File: config.mk
export PLATFORM = sky130hd
export DESIGN_NAME = imem_arbiter
export DESIGN_NICKNAME = d
export VERILOG_FILES = /design/src/rtl/imem_arbiter.sv
export SDC_FILE = /design/constraint.sdc
export NUM_CORES = 1
export LEC_CHECK = 0
export CAP_MARGIN = 5
export CORE_ASPECT_RATIO = 2
export CORE_UTILIZATION = 30
export DETAILED_ROUTE_END_ITERATION = 7
export GPL_ROUTABILITY_DRIVEN = 0
export PLACE_DENSITY = 0.87
export RECOVER_POWER = 25
export SYNTH_ARGS = -nofsm -noshare
export SYNTH_HDL_FRONTEND = slang
export SYNTH_SLANG_ARGS = --single-unit
File: constraint.sdc
create_clock -name clock -period 2.2 [get_ports clock]
set_input_delay 0.55 -clock clock [delete_from_list [all_inputs] [get_ports clock]]
set_output_delay 0.55 -clock clock [all_outputs]
set_load 0.1 [all_outputs]
File: src/rtl/imem_arbiter.sv
// imem_arbiter: shares one registered-read instruction ROM between fetch (port 0)
// and debug readback (port 1). Ports: clock, reset_n, req_*, rsp_*, mem_address, mem_q.
module imem_arbiter #(
  parameter int NADDR_BITS = 8,
  parameter int ARB_MODE   = 0
) (
  input  logic                  clock,
  input  logic                  reset_n,
  input  logic [1:0]            req_valid,
  input  logic [NADDR_BITS-1:0] req_addr0,
  input  logic [NADDR_BITS-1:0] req_addr1,
  output logic [1:0]            req_ready,
  output logic [1:0]            rsp_valid,
  input  logic [1:0]            rsp_ready,
  output logic [31:0]           rsp_data,
  output logic                  rsp_err,
  output logic [NADDR_BITS-1:0] mem_address,
  input  logic [31:0]           mem_q
);

  typedef enum logic [1:0] {
    IDLE,
    ISSUE,
    RESP
  } state_t;

  localparam bit RR = (ARB_MODE == 0);

  state_t                state;
  state_t                state_nx;
  logic                  grant;
  logic                  last_grant;
  logic                  err;
  logic                  win;
  logic                  any_req;
  logic                  hs;
  logic [NADDR_BITS-1:0] win_addr;

  // Both requesting: round-robin alternates, fixed mode keeps port 0.
  always_comb begin
    win = 1'b0;
    if (req_valid == 2'b10)
      win = 1'b1;
    else if (req_valid == 2'b11 && RR)
      win = ~last_grant;
  end

  assign win_addr = win ? req_addr1 : req_addr0;
  assign any_req  = |req_valid;
  assign hs       = (state == IDLE) && any_req;

  always_comb begin
    state_nx  = state;
    req_ready = 2'b00;
    rsp_valid = 2'b00;
    rsp_data  = '0;
    rsp_err   = 1'b0;
    unique case (state)
      IDLE: begin
        if (any_req) begin
          req_ready[win] = 1'b1;
          state_nx       = ISSUE;
        end
      end
      ISSUE: begin
        state_nx = RESP;
      end
      RESP: begin
        rsp_valid[grant] = 1'b1;
        rsp_data         = mem_q;
        rsp_err          = err;
        if (rsp_ready[grant])
          state_nx = IDLE;
      end
      default: begin
        state_nx = IDLE;
      end
    endcase
  end

  // mem_address only moves on a request handshake, so mem_q
  // stays stable for however long the response is backpressured.
  always_ff @(posedge clock) begin
    if (!reset_n) begin
      state       <= IDLE;
      mem_address <= '0;
      grant       <= 1'b0;
      last_grant  <= 1'b1;
      err         <= 1'b0;
    end else begin
      state <= state_nx;
      if (hs) begin
        mem_address <= win_addr;
        grant       <= win;
        last_grant  <= win;
        err         <= |win_addr[1:0];
      end
    end
  end

endmodule

==> results of run 1 <==
per-stage QoR:
| stage | instances | cell area [µm²] | hold slack (ns) | util | setup slack [ns] |
|---|---|---|---|---|---|
| after global placement | 240 | 2300 | 0.462 | 0.829 | -0.0539 |
| after global routing | 244 | 2310 | 0.505 | 0.834 | 0.0623 |
| after detailed placement | 240 | 2300 | 0.470 | 0.829 | -0.0769 |
| after floorplan | 111 | 906 | 0.464 | - | -0.0205 |
| after CTS | 244 | 2340 | 0.485 | 0.845 | 0.150 |
| final | 244 | 2310 | 0.487 | 0.834 | 0.156 |
repair_timing:
action | in CTS | in global routing
endpoints found under the hold margin | 0 | 0
gates resized for setup | 3 | 0
setup endpoints to repair | 2 | 0
flip-flops by register name, indices dropped and copies added, names as in the netlist:
register,count
mem_address,8
last_grant,1
state,2
grant,1
err,1
cell usage in the layout (no fill, tap or decap):
cell type / n
o211ai_4: 1
o21ai_1: 7
a211oi_1: 1
dfxtp_1: 13
a31oi_1: 6
nor2b_1: 1
nand2b_1: 1
a32oi_1: 2
clkbuf_2: 8
nand2_1: 3
clkbuf_8: 3
buf_4: 10
clkdlybuf4s50_1: 50
o22ai_1: 2
nand4_1: 5
o21ba_1: 1
nand3_1: 6
or2_1: 1
a21oi_1: 2
and2_1: 34
dlygate4sd2_1: 2
buf_12: 37
a21boi_4: 1
nand2_2: 1
nor2_2: 1
and2b_1: 1
nor2b_2: 1
nor2_1: 3
clkinv_1: 1
dlygate4sd3_1: 1
nor3_4: 1
clkbuf_1: 2
nor3_1: 1
o21ai_0: 1
clkinvlp_4: 1
o2111ai_1: 1
mux2i_1: 2
metal layers:
| layer | track usage | wire length [µm] | up-vias |
|---|---|---|---|
| met2 | 0.511 | 2230 | 94 |
| met1 | 0.259 | 1320 | 558 |
| met4 | 0.0933 | 111 | 0 |
| met3 | 0.0642 | 487 | 11 |
| met5 | 0 | 0 | - |
| li1 | - | - | 595 |
power groups by stage:
stage | logic [mW] | clock network, mW | registers [mW]
final | 0.752 | 0.212 | 0.278
after global routing | 0.778 | 0.225 | 0.280
after CTS | 0.765 | 0.214 | 0.278
after detailed placement | 0.763 | 0 | 0.283
after global placement | 0.751 | 0 | 0.280
after floorplan | 0.357 | 0 | 0.386
worst max-delay path, cell delays in order (launching register included):
cell and delay [ns]:
dfxtp_1 0.33, and2b_1 0.22, buf_4 0.25, and2_1 0.24, buf_12 0.19
logic make-up after synthesis:
logic type	synth area share
AOI/OAI and AO/OA	0.213
buffers and inverters	0.0761
DFF	0.293
muxes	0.0225
and+or+nand+nor	0.396
path summary, 6_finish.rpt:
kind,to,slack [ns],depth (start not counted)
worst max-delay path,rsp_data[23],0.16,4
worst min-delay path,mem_address[0],0.49,2
worst max register to register,mem_address[1],0.91,4
worst min register to register,mem_address[0],0.49,2
cell type report:
type,instances,area (µm²),share of cell area
clock buffer,4,45.0,0.0195
inverter,2,11.3,0.00488
multi-input combinational,87,569,0.246
sequential,13,260,0.113
tap,29,36.3,0.0157
timing repair buffer,109,1390,0.601
cells in the mapped netlist, drive strengths merged:
cell type   n  share of area
o211ai      1          0.024
nand2b      1         0.0070
dfxtp      13           0.29
a211oi      1          0.014
and2       34           0.24
nor2b       2          0.014
inv         1         0.0042
o22ai       2          0.014
o21ba       1          0.011
and2b       1         0.0085
a32oi       2          0.020
nand3       6          0.034
nor3        2          0.011
a21boi      1          0.021
clkinv      1         0.0042
nor2        4          0.023
or2         1         0.0070
o2111ai     1         0.0099
nand2       4          0.017
buf         9          0.068
nand4       5          0.035
mux2i       2          0.023
a31oi       6          0.042
o21ai       8          0.045
a21oi       2          0.011
==> flow_summary_export.csv, run 1 <==
group,metric,value,unit
run_status,status,"complete, no violations",
die,num_rows,27,
clocking,clk_latency,0.24,ns
power_and_ir_drop,seqPwrFrac,0.224,
clocking,clk_path_buf_depth,2,
power_and_ir_drop,powerDensity,538,nW/µm²
worst_hold_path,hp-class,"flop to flop",
clocking,cts.sinks,13,
sta,fin_crit,2.04,ns
grt,antenna_found_initial,0,
routing,vias,1258,
setup_path,crit_arrival,1.49,ns
die,start_util,0.321,
power_and_ir_drop,p_comb_frac,0.606,
sta,fin_setup_tns,0,ns
layout,fill_cells,134,
logic_synthesis,avgSynthCellArea,8.00,µm²
sta,relSlewSlack,0.628,
die,die_h,79.0,µm
placed_design,portBuffers,98,
layout,drive_gt1_frac,0.302,
sta,final.period_utilization,0.929,
power_and_ir_drop,pwr-share-clk,0.170,
power_and_ir_drop,ir_worst_vdd,0.539,mV
routing,drt_iter0_markers,36,
setup_path,critical_path.startpoint_type,"flop",
logic_synthesis,ys_seq_area_frac,0.293,
job,drv_cap,0,
sta,max_freq,489,MHz
grt,overflow,0,
sta,setup_viol,0,
sta,rsz0062_at_grt,"no",
logic_synthesis,synth_nets,165,
setup_path,required,1.65,ns
die,fp.dieArea,3200,µm²
setup_path,worst-path-max-fanout,34,
sta,finalHoldViolations,0,
setup_path,path_class,"flop to primary output",
grt,track_usage,0.274,
grt,grt_pass1_vias,1294,
logic_synthesis,synth.distinct_cells,28,
die,pin_count,99,
setup_path,r2r-start,"state[1]",
power_and_ir_drop,p_sw_frac,0.466,
die,die_w,40.5,µm
grt,grt_max_degree,35,
sta,maxSlewViolCount,0,
power_and_ir_drop,netSwitchingPower,578,µW
clocking,ctsHoldBuffers,0,
setup_path,end_kind,"primary output",
routing,wl_per_cell,17.0,µm
clocking,cts_tree,"built",
layout,diodes,0,
clocking,clkTransAtPathRegs,0.05,ns
layout,nets,270,
die,core-area,2770,µm²
layout,area_delta_synth_final,160,%
logic_synthesis,synthesis.area,888,µm²
sta,tightest_slew,0.560,ns
logic_synthesis,ys_ff_latch,13,
logic_synthesis,yosysWarningCount,0,
sta,fin_worst_skew,0.00292,ns
clocking,cts_made_buffers,3,
worst_hold_path,hold_start,"mem_address[0]",
placed_design,hpwl,3510,µm
routing,drtPass1Iterations,4,
setup_path,cp-startpoint,"state[0]",
grt,grt_pass1_wl,6150,µm
logic_synthesis,syn_inst,111,
clocking,h-tree-depth,1,
power_and_ir_drop,p_int,663,µW
routing,vias_per_cell,5.16,
clocking,root_buffer,"clkbuf_8",
routing,routed_wirelength,4140,µm
routing,drtAntennaViolNets,0,
routing,drc,0,
power_and_ir_drop,power.total,1.24,mW
clocking,cts_setup_buffers,0,
power_and_ir_drop,leakage,0.936,nW
No activity file was read; power rests on OpenSTA's default activity.
==> inputs of run 2 (changes only) <==
Settings changed: PLACE_DENSITY 0.87 to unset, PLACE_DENSITY_LB_ADDON set to 0.08.
==> run 2 against run 1 <==
  * Hold slack improved by 0.013 ns
  * Design area decreased by 0.76%
  * Flip-flop and latch count unchanged
  * Critical path depth decreased by 1
  * Clock skew increased by 0.00052 ns
  * Cell count decreased by 1.2%
  * Register-to-register slack got worse by 0.07 ns
  * Clock-buffer cell count unchanged
  * Routed wire length decreased by 5.5%
  * Combinational power decreased by 1%
  * Die area unchanged
  * Via count decreased by 0.79%
  * Critical endpoint is now req_ready[0]
==> flow_summary_export.csv, run 2 (synthesis gave the netlist of run 1 again) <==
group,metric,value,unit
die,pin_count,99,
grt,overflow,0,
die,die_w,40.5,µm
setup_path,slowest_stage,"or2_1",
die,fp.dieArea,3200,µm²
routing,wl_per_cell,16.2,µm
layout,final_core_util,0.827,
setup_path,end_kind,"primary output",
grt,grt_pass1_vias,1258,
layout,diodes,0,
die,num_rows,27,
sta,holdWs,0.501,ns
die,start_util,0.321,
grt,grt_max_degree,37,
run_status,status,"complete, no violations",
sta,tightest_slew,0.583,ns
sta,fin_setup_tns,0,ns
routing,vias,1248,
grt,track_usage,0.263,
routing,drc,0,
layout,regMostFlops,"mem_address",
power_and_ir_drop,powerDensity,539,nW/µm²
setup_path,worst-path-max-fanout,12,
routing,vias_per_cell,5.18,
die,core-area,2770,µm²
clocking,ctsHoldBuffers,0,
layout,reg_top3,"mem_address x8, state x2",
sta,max_freq,497,MHz
layout,final_common_cell,"clkdlybuf4s50_1",
placed_design,hpwl,3200,µm
sta,maxSlewViolCount,0,
grt,grt_pass1_wl,5930,µm
clocking,root_buffer,"clkbuf_8",
clocking,clkTransAtPathRegs,0.06,ns
job,drv_cap,0,
setup_path,crit_arrival,1.46,ns
clocking,clk_path_buf_depth,2,
layout,area_delta_synth_final,158,%
routing,met2_length,2060,µm
routing,drt_iter0_markers,41,
sta,relSlewSlack,0.613,
sta,finalHoldViolations,0,
clocking,cts.sinks,13,
sta,setup_viol,0,
die,die_h,79.0,µm
setup_path,crit_chain,"or2_1, nor3_4, buf_12",
setup_path,required,1.65,ns
setup_path,max_stage_delay,0.41,ns
clocking,cts_tree,"built",
sta,fin_worst_skew,0.00344,ns
sta,final.period_utilization,0.914,
sta,fin_crit,2.01,ns
routing,wl_met3,586,µm
layout,largest_reg_flops,8,
routing,drtAntennaViolNets,0,
worst_hold_path,hp-class,"flop to flop",
layout,final_cell_mix,"clkdlybuf4s50_1 (50), buf_12 (37), and2_1 (34)",
setup_path,critical_path.startpoint_type,"flop",
routing,wl_met1,1130,µm
layout,drive_gt1_frac,0.297,
layout,nets,267,
power_and_ir_drop,ir_worst_vdd,0.542,mV
setup_path,path_class,"flop to primary output",
placed_design,dp.cells,237,
power_and_ir_drop,leakage,0.922,nW
routing,drtPass1Iterations,5,
placed_design,portBuffers,98,
clocking,clk_latency,0.25,ns
clocking,cts_made_buffers,3,
sta,rsz0062_at_grt,"no",
clocking,h-tree-depth,1,
layout,final_cells,241,
routing,routed_wirelength,3920,µm
routing,top_layer,"met4",
grt,antenna_found_initial,0,
[run 2: cell count changes in the layout (fill, tap and decap cells not counted)]
cell      before  now
a211oi_1       1    0
a211oi_2       0    1
buf_4         10    6
clkbuf_4       0    1
o21ai_0        1    2
o21ai_1        7    6
[run 2: final timing paths]
kind              cells past startpoint              to  startpoint  slack (ns)
setup / recovery                      3    req_ready[0]    state[1]        0.19
setup reg to reg                      3  mem_address[0]    state[1]        0.84
hold / removal                        2             err         err        0.50
hold reg to reg                       2             err         err        0.50
[run 2: report_power, final]
part	leakage (nW)	internal [mW]	switching [mW]	total, mW
Sequential	0.107	0.260	0.0167	0.277
Combinational	0.792	0.269	0.475	0.744
Clock	0.0228	0.128	0.0872	0.215
[run 2: layout make-up]
class	count	area (µm²)
tap	29	36.3
clock buffer	4	45.0
timing repair buffer	106	1370
fill	165	478
sequential	13	260
multi-input combinational	87	574
inverter	2	11.3
[run 2: critical path, delay by kind of cell, from the launching register on]
family	cells	cell delay, ns
buffers and inverters	1	0.20
flip-flops	1	0.33
AND/OR/NAND/NOR	2	0.68
[run 2: repair_timing]
action	4_1_cts	5_1_grt
resized for setup	3	0
hold endpoints to repair	0	0
setup endpoints to repair	2	0
buffers inserted	0	0
[run 2: per-stage QoR]
stage | total power, mW | cell area [µm²] | setup WS (ns)
after global routing | 1.28 | 2290 | 0.105
after global placement | 1.02 | 2270 | -0.0649
after detailed placement | 1.04 | 2270 | -0.0997
final | 1.24 | 2290 | 0.190
after floorplan | 0.743 | 906 | -0.0205
after CTS | 1.25 | 2320 | 0.179
[run 2: per-layer routing]
metal  up-vias  track usage
met3        10       0.0838
met5         -            0
met2        95        0.483
met1       558        0.225
met4         0        0.127
li1        585            -
